$ cat config.mk
export PLATFORM = sky130hd
export DESIGN_NAME = ram_arbiter
export DESIGN_NICKNAME = d
export VERILOG_FILES = /design/src/rtl/ram_pkg.sv /design/src/rtl/ram_arbiter_rr_arb2.sv /design/src/rtl/ram_arbiter.sv
export SDC_FILE = /design/constraint.sdc
export NUM_CORES = 1
export LEC_CHECK = 0
export CAP_MARGIN = 5
export CORE_AREA = 2 2 256 258
export CTS_BUF_LIST = sky130_fd_sc_hd__clkbuf_8
export DETAILED_ROUTE_END_ITERATION = 6
export DIE_AREA = 0 0 258 260
export HOLD_SLACK_MARGIN = 0.12
export PLACE_DENSITY = 0.32
export SYNTH_ARGS = -nofsm -noshare
export SYNTH_HDL_FRONTEND = slang
export SYNTH_SLANG_ARGS = --single-unit
$ cat constraint.sdc
create_clock -name clk -period 4.46 [get_ports clk]
set_input_delay 0.669 -clock clk [delete_from_list [all_inputs] [get_ports clk]]
set_output_delay 0.669 -clock clk [all_outputs]
set_load 0.02 [all_outputs]
$ cat src/rtl/ram_pkg.sv
// Shared types and helpers for the RAMHelper arbiter slice.
package ram_pkg;

  localparam int unsigned WORD_W    = 64;
  localparam int unsigned STRB_W    = 8;
  localparam int unsigned OFF_SHIFT = 3;

  typedef enum logic {OWN_IF = 1'b0, OWN_D = 1'b1} owner_e;
  typedef enum logic {IDLE = 1'b0, RESP = 1'b1} state_e;

  typedef struct packed {
    logic [WORD_W-1:0] data;
    logic              err;
  } resp_t;

  // Expand one strobe bit per byte into a full byte-lane bit mask.
  function automatic logic [WORD_W-1:0] strb2mask(input logic [STRB_W-1:0] strb);
    logic [WORD_W-1:0] m;
    m = '0;
    for (int i = 0; i < int'(STRB_W); i++) begin
      m[i*8 +: 8] = {8{strb[i]}};
    end
    return m;
  endfunction

endpackage

$ cat src/rtl/ram_arbiter_rr_arb2.sv
// Two-way round-robin arbiter; a tie goes to the requester not granted last.
module rr_arb2
  import ram_pkg::*;
(
  input  logic       clk,
  input  logic       rst_n,
  input  logic [1:0] req,
  input  logic       advance,
  output logic [1:0] gnt
);

  owner_e r_last;

  always_comb begin
    gnt = 2'b00;
    case (req)
      2'b01:   gnt = 2'b01;
      2'b10:   gnt = 2'b10;
      2'b11:   gnt = (r_last == OWN_D) ? 2'b01 : 2'b10;
      default: gnt = 2'b00;
    endcase
  end

  always_ff @(posedge clk or negedge rst_n) begin
    if (!rst_n) begin
      r_last <= OWN_D;
    end else if (advance && (|gnt)) begin
      r_last <= gnt[1] ? OWN_D : OWN_IF;
    end
  end

endmodule

$ cat src/rtl/ram_arbiter.sv
// Shares one RAMHelper port between instruction fetch and load/store,
// holding a single response until its owner accepts it.
module ram_arbiter
  import ram_pkg::*;
#(
  parameter logic [63:0] RAM_BASE  = 64'h8000_0000,
  parameter logic [63:0] RAM_WORDS = 64'h0800_0000
) (
  input  logic              clk,
  input  logic              rst_n,
  input  logic              if_req_valid,
  output logic              if_req_ready,
  input  logic [WORD_W-1:0] if_req_addr,
  output logic              if_resp_valid,
  input  logic              if_resp_ready,
  output logic [WORD_W-1:0] if_resp_data,
  output logic              if_resp_err,
  input  logic              d_req_valid,
  output logic              d_req_ready,
  input  logic [WORD_W-1:0] d_req_addr,
  input  logic              d_req_wen,
  input  logic [WORD_W-1:0] d_req_wdata,
  input  logic [STRB_W-1:0] d_req_wstrb,
  output logic              d_resp_valid,
  input  logic              d_resp_ready,
  output logic [WORD_W-1:0] d_resp_data,
  output logic              d_resp_err,
  output logic              ram_en,
  output logic [WORD_W-1:0] ram_rIdx,
  input  logic [WORD_W-1:0] ram_rdata,
  output logic [WORD_W-1:0] ram_wIdx,
  output logic [WORD_W-1:0] ram_wdata,
  output logic [WORD_W-1:0] ram_wmask,
  output logic              ram_wen
);

  state_e            r_state;
  state_e            w_state_nxt;
  owner_e            r_own;
  owner_e            w_win;
  resp_t             r_resp;
  logic              w_owner_ready;
  logic              w_acc;
  logic              w_fire;
  logic              w_inrange;
  logic              w_wen;
  logic [1:0]        w_req;
  logic [1:0]        w_gnt;
  logic [WORD_W-1:0] w_addr;
  logic [WORD_W-1:0] w_off;

  assign w_owner_ready = (r_own == OWN_IF) ? if_resp_ready : d_resp_ready;
  assign w_acc         = rst_n && ((r_state == IDLE) || w_owner_ready);
  assign w_req         = {d_req_valid, if_req_valid};

  rr_arb2 u_arb (
    .clk     (clk),
    .rst_n   (rst_n),
    .req     (w_req),
    .advance (w_fire),
    .gnt     (w_gnt)
  );

  assign w_fire       = w_acc && (|w_gnt);
  assign if_req_ready = w_acc && w_gnt[0];
  assign d_req_ready  = w_acc && w_gnt[1];
  assign w_win        = w_gnt[1] ? OWN_D : OWN_IF;
  assign w_addr       = w_gnt[1] ? d_req_addr : if_req_addr;
  assign w_off        = WORD_W'((w_addr - RAM_BASE) >> OFF_SHIFT);
  assign w_inrange    = (w_addr >= RAM_BASE) && (w_off < RAM_WORDS);
  assign w_wen        = w_gnt[1] && d_req_wen;

  always_ff @(posedge clk or negedge rst_n) begin
    if (!rst_n) begin
      r_state <= IDLE;
    end else begin
      r_state <= w_state_nxt;
    end
  end

  // A new grant always (re)loads the holding register; otherwise a taken response frees it.
  always_comb begin
    w_state_nxt = r_state;
    if (w_fire) begin
      w_state_nxt = RESP;
    end else if ((r_state == RESP) && w_owner_ready) begin
      w_state_nxt = IDLE;
    end
  end

  always_comb begin
    if_resp_valid = 1'b0;
    d_resp_valid  = 1'b0;
    ram_en        = 1'b0;
    ram_wen       = 1'b0;
    ram_rIdx      = '0;
    ram_wIdx      = '0;
    ram_wdata     = '0;
    ram_wmask     = '0;
    if (r_state == RESP) begin
      if_resp_valid = (r_own == OWN_IF);
      d_resp_valid  = (r_own == OWN_D);
    end
    if (w_fire && w_inrange) begin
      ram_en   = 1'b1;
      ram_rIdx = w_off;
      ram_wIdx = w_off;
      if (w_gnt[1]) begin
        ram_wen   = d_req_wen;
        ram_wdata = d_req_wdata;
        ram_wmask = strb2mask(d_req_wstrb);
      end
    end
  end

  // Writes acknowledge with zero data; out-of-range accesses return zero with err.
  always_ff @(posedge clk or negedge rst_n) begin
    if (!rst_n) begin
      r_resp <= '0;
      r_own  <= OWN_IF;
    end else if (w_fire) begin
      r_own       <= w_win;
      r_resp.data <= (w_inrange && !w_wen) ? ram_rdata : '0;
      r_resp.err  <= !w_inrange;
    end
  end

  assign if_resp_data = r_resp.data;
  assign if_resp_err  = r_resp.err;
  assign d_resp_data  = r_resp.data;
  assign d_resp_err   = r_resp.err;

endmodule

==> qor.csv <==
stage,metric,value,unit
floorplan,Initial Util,9.861,%
global_routing,global-route wire length before repair,54790,um
setup_path,RR Startpoint,u_arb.r_last,
timing,Final TNS setup,0,ns
floorplan,die extent in x,258,um
setup_path,CP arrival,3.69,ns
timing,Slew @ Worst Pin,0.8988,ns
setup_path,critical path class,in2out,
synthesis,post-synthesis compound-gate area fraction,10.51,%
setup_path,Worst R2R Path Depth,11,
place,Final Wtd Congestion,0.7510,
timing,Tmin final,4.355,ns
power_and_ir_drop,worst vdd ir,0.0001020,V
route,Wirelength per Cell,17.47,um
synthesis,post-synth top area share,26.52,%
power_and_ir_drop,Psw,729.7,uW
timing,Achievable Freq,0.2296,GHz
floorplan,num rows,93,
route,Via density,3.427,
synthesis,Post-Synth Simple-Gate Area,29.84,%
power_and_ir_drop,Net Sw Frac,37.76,%
synthesis,main combinational cell family by area after synthesis,buffers and inverters,
clock_network,"Clk pin slew, worst setup/hold paths",0.09,ns
synthesis,Yosys reg bits,68,
place,DP Wirelength,31200,um
synthesis,Post-Synthesis Cells,902,
clock_network,htree depth,3,
run_status,status,"complete, no violations",
route,drt first pass iters,7,
timing,Layout Skew,0.01408,ns
power_and_ir_drop,Gate power share,41.0,%
timing,Final Slew Violations,0,
synthesis,post-synthesis sequential area ratio,26.93,%
global_routing,initial antenna violation count,3,
setup_path,Required @ worst endpoint,3.79,ns
route,Post-Route WL,39290,um
synthesis,"FFs w/ async S/R, synth",100.0,%
synthesis,Syn Area/Cell,7.009,um^2
cells_and_area,final core utilization,20.27,%
setup_path,crit path launch type,primary input,
clock_network,CTS Buffer Depth,2,
global_routing,global-route usage over all layers,10.92,%
route,DR DRC count,0,
clock_network,TritonCTS clock tree,yes,
synthesis,area of the mapped netlist,6322,um^2
timing,period utilisation layout,97.65,%
floorplan,Chip Height,260,um
floorplan,Boundary Pins,663,
power_and_ir_drop,Power Internal,1.203,mW
timing,final hold slack,0.3029,ns
place,input/output buffers,582,
synthesis,post-synthesis mux area share,1.306,%
synthesis,most numerous cell in the Yosys netlist,buf_4,
floorplan,die footprint,67080,um^2
power_and_ir_drop,Flop pwr share,33.4,%
setup_path,Reg2Reg Setup Slack,1.05,ns
synthesis,Synth Area in XOR/XNOR,0.2771,%
job,max_cap viols,0,
timing,Worst Slack Setup Final,0.1049,ns
synthesis,Post-Synth Adder-Cell Area,0.1979,%
synthesis,synth cell count leaders,"buf_4, nand2_1, nor2_1",
power_and_ir_drop,P per Cell Area,148.7,nW/um^2
floorplan,Core ar.,64120,um^2
cells_and_area,Layout fillers,7261,
min_path,Worst Hold Class,in2async,
synthesis,ranking of synthesized cells by area,"dfrtp_1, buf_4, nand2_1, nand4_1, o21ai_0",
clock_network,CTS Root Cell,clkbuf_8,
timing,"Hold Vio Cnt, Final",0,
route,First DRT Iteration DRCs,210,
synthesis,Synth area leader,dfrtp_1,
power_and_ir_drop,Leak,5.321,nW
place,Place WS,-0.7076,ns
global_routing,largest net degree at the start of global routing,67,
synthesis,Main synth FF type,dfrtp_1,
power_and_ir_drop,clock share of power,25.7,%
setup_path,"critical path fanouts, max",29,
route,vias post-DR,7707,
cells_and_area,area grow syn2layout,105.6,%
clock_network,clock sinks,68,
timing,final setup fails,0,
cells_and_area,# nets final,1660,
route,Detail Route Antenna Nets,0,
cells_and_area,share of cells above drive strength 1,17.01,%
synthesis,number of synthesized flops with an enable pin,0,
global_routing,GRT Residual Overflow,0,
setup_path,Reg-to-Reg End,d_resp_data[40],
clock_network,CTS Buf Count,9,
synthesis,count of different cell masters after synthesis,47,
global_routing,vias in the first global route,7846,
synthesis,Yosys warning count,0,
setup_path,crit end category,output port,
clock_network,Clock Latency Late Sink,0.38,ns
timing,relative slew slack,40.08,%
-- through the flow --
stage | cells | cell area (um^2) | power, mW
floorplan | 975 | 6601 | 1.013
CTS | 2244 | 12750 | 1.970
global route | 2249 | 13000 | 2.074
global placement | 2221 | 12410 | 1.433
finish | 2249 | 13000 | 1.932
detailed placement | 2221 | 12410 | 1.431
-- registers in the layout, indices dropped and copies added (netlist names) --
signal,cells
r_state,1
d_resp_err,1
u_arb.r_last,1
r_own,1
d_resp_data,64
-- worst max-delay path by stage --
stage	slack (ns)	from	cells after the start	to
floorplan	-0.13	d_req_valid	14	ram_wmask[10]
global placement	-0.73	d_req_valid	11	ram_rIdx[4]
detailed placement	-0.71	d_req_valid	11	ram_rIdx[4]
CTS	-0.02	if_req_addr[48]	14	ram_wdata[28]
global route	-0.01	u_arb.r_last	15	ram_wIdx[5]
finish	0.10	d_req_addr[52]	11	ram_wdata[13]
-- final cells by class --
type	instances	area, um^2	share of cell area [%]
clock inverters	6	40.04	0.3080
clock buffers	10	137.6	1.059
well taps	855	1070	8.231
diodes	1	2.502	0.01925
inverters	4	15.01	0.1155
multi-input cells	618	3291	25.32
flip-flops and latches	68	1703	13.10
repair buffers	687	6739	51.85
-- cells by family (layout without fill, tap and decap cells) --
kind of cell | after synthesis | count (layout)
xor gates and xnor gates | 2 | 2
adders and majority gates | 1 | 1
buffers and inverters | 289 | 707
other | 1 | 75
and+or+nand+nor | 415 | 415
DFF | 68 | 68
muxes | 8 | 8
AOI/OAI and AO/OA | 118 | 118
-- power by group through the flow --
stage / Clock, mW / Sequential [mW] / Combinational (mW)
after CTS: 0.536 / 0.645 / 0.789
after detailed placement: 0 / 0.658 / 0.774
after global placement: 0 / 0.657 / 0.776
after global routing: 0.560 / 0.649 / 0.865
after floorplan: 0 / 0.653 / 0.360
final: 0.496 / 0.645 / 0.792
-- per-layer routing --
layer  global-route usage [%]  wire (um)  vias to the layer above
li1                         -          -                     3711
met1                    13.17      16220                     3615
met2                    19.34      19750                      357
met3                    3.021       2827                       20
met4                    2.200        461                        4
met5                        0         27                        -
-- worst max-delay path: stages --
cell	delay, ns
clkdlybuf4s50_1	0.46
or4_4	0.46
nor4_4	0.22
o2bb2ai_4	0.13
o31a_1	0.26
nor3_2	0.20
buf_4	0.16
o2111ai_4	0.20
buf_12	0.22
nor2_1	0.28
dlygate4sd2_1	0.38
-- layout by cell type, fill, tap and decap left out, drive strengths merged, types with 2 or more instances in the layout --
cell           synthesis  final
clkdlybuf4s50          0    375
nand2                202    202
buf                  251    135
clkdlybuf4s15          0     97
nor2                  82     82
conb                   1     74
nand4                 72     72
dfrtp                 67     67
o21ai                 67     67
dlygate4sd2            0     60
a21oi                 31     31
dlymetal6s2s           0     16
nor3                  16     16
clkbuf                34     14
nor4                  12     12
or4                    9      9
nand3                  8      8
mux2i                  6      6
inv                    4      6
o31a                   4      4
clkinvlp               0      3
nor4b                  3      3
nand2b                 2      2
and2                   2      2
or3                    2      2
nand4b                 2      2
a21boi                 2      2
mux2                   2      2
o2111ai                2      2
a31oi                  2      2
xnor2                  2      2
-- repair_timing --
item	in CTS	in global routing
endpoints found under the setup margin	182	180
hold buffers	0	0
pin swaps	9	17
hold endpoints to repair	0	0
gates resized for setup	352	53
gates cloned	1	1
buffers inserted	6	3
(Power assumes the default switching activity.)
==> patch (config.mk and constraints unchanged) <==
Make the reset (`rst_n`) synchronous in 3 clocked blocks.
--- a/src/rtl/ram_arbiter_rr_arb2.sv
+++ b/src/rtl/ram_arbiter_rr_arb2.sv
@@ -22,5 +22,5 @@
   end
 
-  always_ff @(posedge clk or negedge rst_n) begin
+  always_ff @(posedge clk) begin
     if (!rst_n) begin
       r_last <= OWN_D;
--- a/src/rtl/ram_arbiter.sv
+++ b/src/rtl/ram_arbiter.sv
@@ -71,5 +71,5 @@
   assign w_wen        = w_gnt[1] && d_req_wen;
 
-  always_ff @(posedge clk or negedge rst_n) begin
+  always_ff @(posedge clk) begin
     if (!rst_n) begin
       r_state <= IDLE;
@@ -115,5 +115,5 @@
 
   // Writes acknowledge with zero data; out-of-range accesses return zero with err.
-  always_ff @(posedge clk or negedge rst_n) begin
+  always_ff @(posedge clk) begin
     if (!rst_n) begin
       r_resp <= '0;
Formal check against the unedited RTL: differs if rst_n is asserted again (counterexample within 4 cycles, from zero or initial values and one cycle with rst_n low); with rst_n held inactive, the same outputs for 4 cycles.
==> patch against the original RTL <==
Sequential cell count unchanged. Combinational power decreased by 3%. Maximum frequency is 0.98% lower. Final area up 11%. Setup slack worse by 43 ps. Power up 2.0%. Synthesized area up 17%. Routed wire length increased by 18%. Highest routed layer unchanged. Largest cell class unchanged. Sequential share of layout area shrank 3.7 points. Non-clock buffer count grew 49.
==> patch: results (changes against the original RTL) <==
[synthesis]
synth.distinct_cells=59  ; +26%
synthXorXnorAreaFrac_pct=0.3537  ; +0.077 points
yosys-top-cells-count=buf_4, nand2_1, nor3_1, nand4_1, dfxtp_1
synth_compound_area_share_pct=12.41  ; +1.9 points
ys_seq_area_share_pct=18.33  ; -8.6 points
synthAdderAreaFrac_pct=0.1684  ; -0.029 points
async_flop_share_pct=0  ; -100 points
synthMuxAreaShare_pct=6.081  ; +4.8 points

[route]
detail_route.iter0.violations=406  ; +93%
met2_length_um=25390  ; +29%
route.met3.wl_um=2284  ; -19%
avgRoutedWirePerCell_um=18.97  ; +8.6%
dr_total_vias=9292  ; +21%

[cells_and_area]
nets=1858  ; +12%
n_fill_cell=7202  ; -0.81%
bufAreaShareNonClock_pct=45.26  ; -6.6 points
multi_input_gates=766  ; +24%
multi_input_area_share_pct=36.30  ; +11 points
clkCellAreaFrac_pct=1.420  ; +0.053 points
sh_seq_area_pct=9.429  ; -3.7 points
buffers=736  ; +7.1%

[clock_tree]
post_cts_buffers=19  ; +13

[place]
globalplace.congestion=0.7998  ; +6.5%
dp.cells=2403  ; +8.2%
dpl_cell_area_um2=14420  ; +16%

[timing]
tightest_slew_ps=887.2  ; -11.60 ps

[global_routing]
met3_usage_pct=2.154  ; -0.87 points
grt_max_degree=65  ; -3.0%
grt_usage_pct=13.16  ; +2.2 points
grt_pass1_wl_um=66030  ; +21%
grt_pass1_vias=9235  ; +18%
grtUsageMet2_pct=25.42  ; +6.1 points

[power]
p_leak_nw=6.552  ; +23%
peakVddDrop_v=0.0001155  ; +13%
power_mw=1.970  ; +2.0%
p_sw_share_pct=35.73  ; -2.0 points
pwr-share-seq_pct=31.2  ; -2.2 points
pwr-share-comb_pct=39.2  ; -1.8 points

[setup_path]
critPathMaxFanout=9  ; -69%
arrival_ps=3730  ; +40 ps
slowest_stage=or4b_4

[outcome]
outcome=complete, no violations

==> patch: changes by cell type in the layout (fill, tap and decap cells not counted), sizes merged, moves of 47 or more <==
cell / unedited run / this run
clkdlybuf4s15: 97 / 21
dfrtp: 67 / 0
nor3: 16 / 118
dfxtp: 0 / 68
dlygate4sd2: 60 / 13
buf: 135 / 290
nor2: 82 / 16
==> patch: final timing paths <==
check	slack, ps	end	cells past startpoint	start
worst max-delay path	60	ram_wIdx[14]	13	d_req_addr[49]
worst min-delay path	480	d_resp_data[9]$_SDFFE_PN0P_	2	d_resp_data[9]$_SDFFE_PN0P_
worst max register to register	1030	d_resp_data[3]$_SDFFE_PN0P_	14	u_arb.r_last$_SDFFE_PN1P_
worst min register to register	480	d_resp_data[9]$_SDFFE_PN0P_	2	d_resp_data[9]$_SDFFE_PN0P_
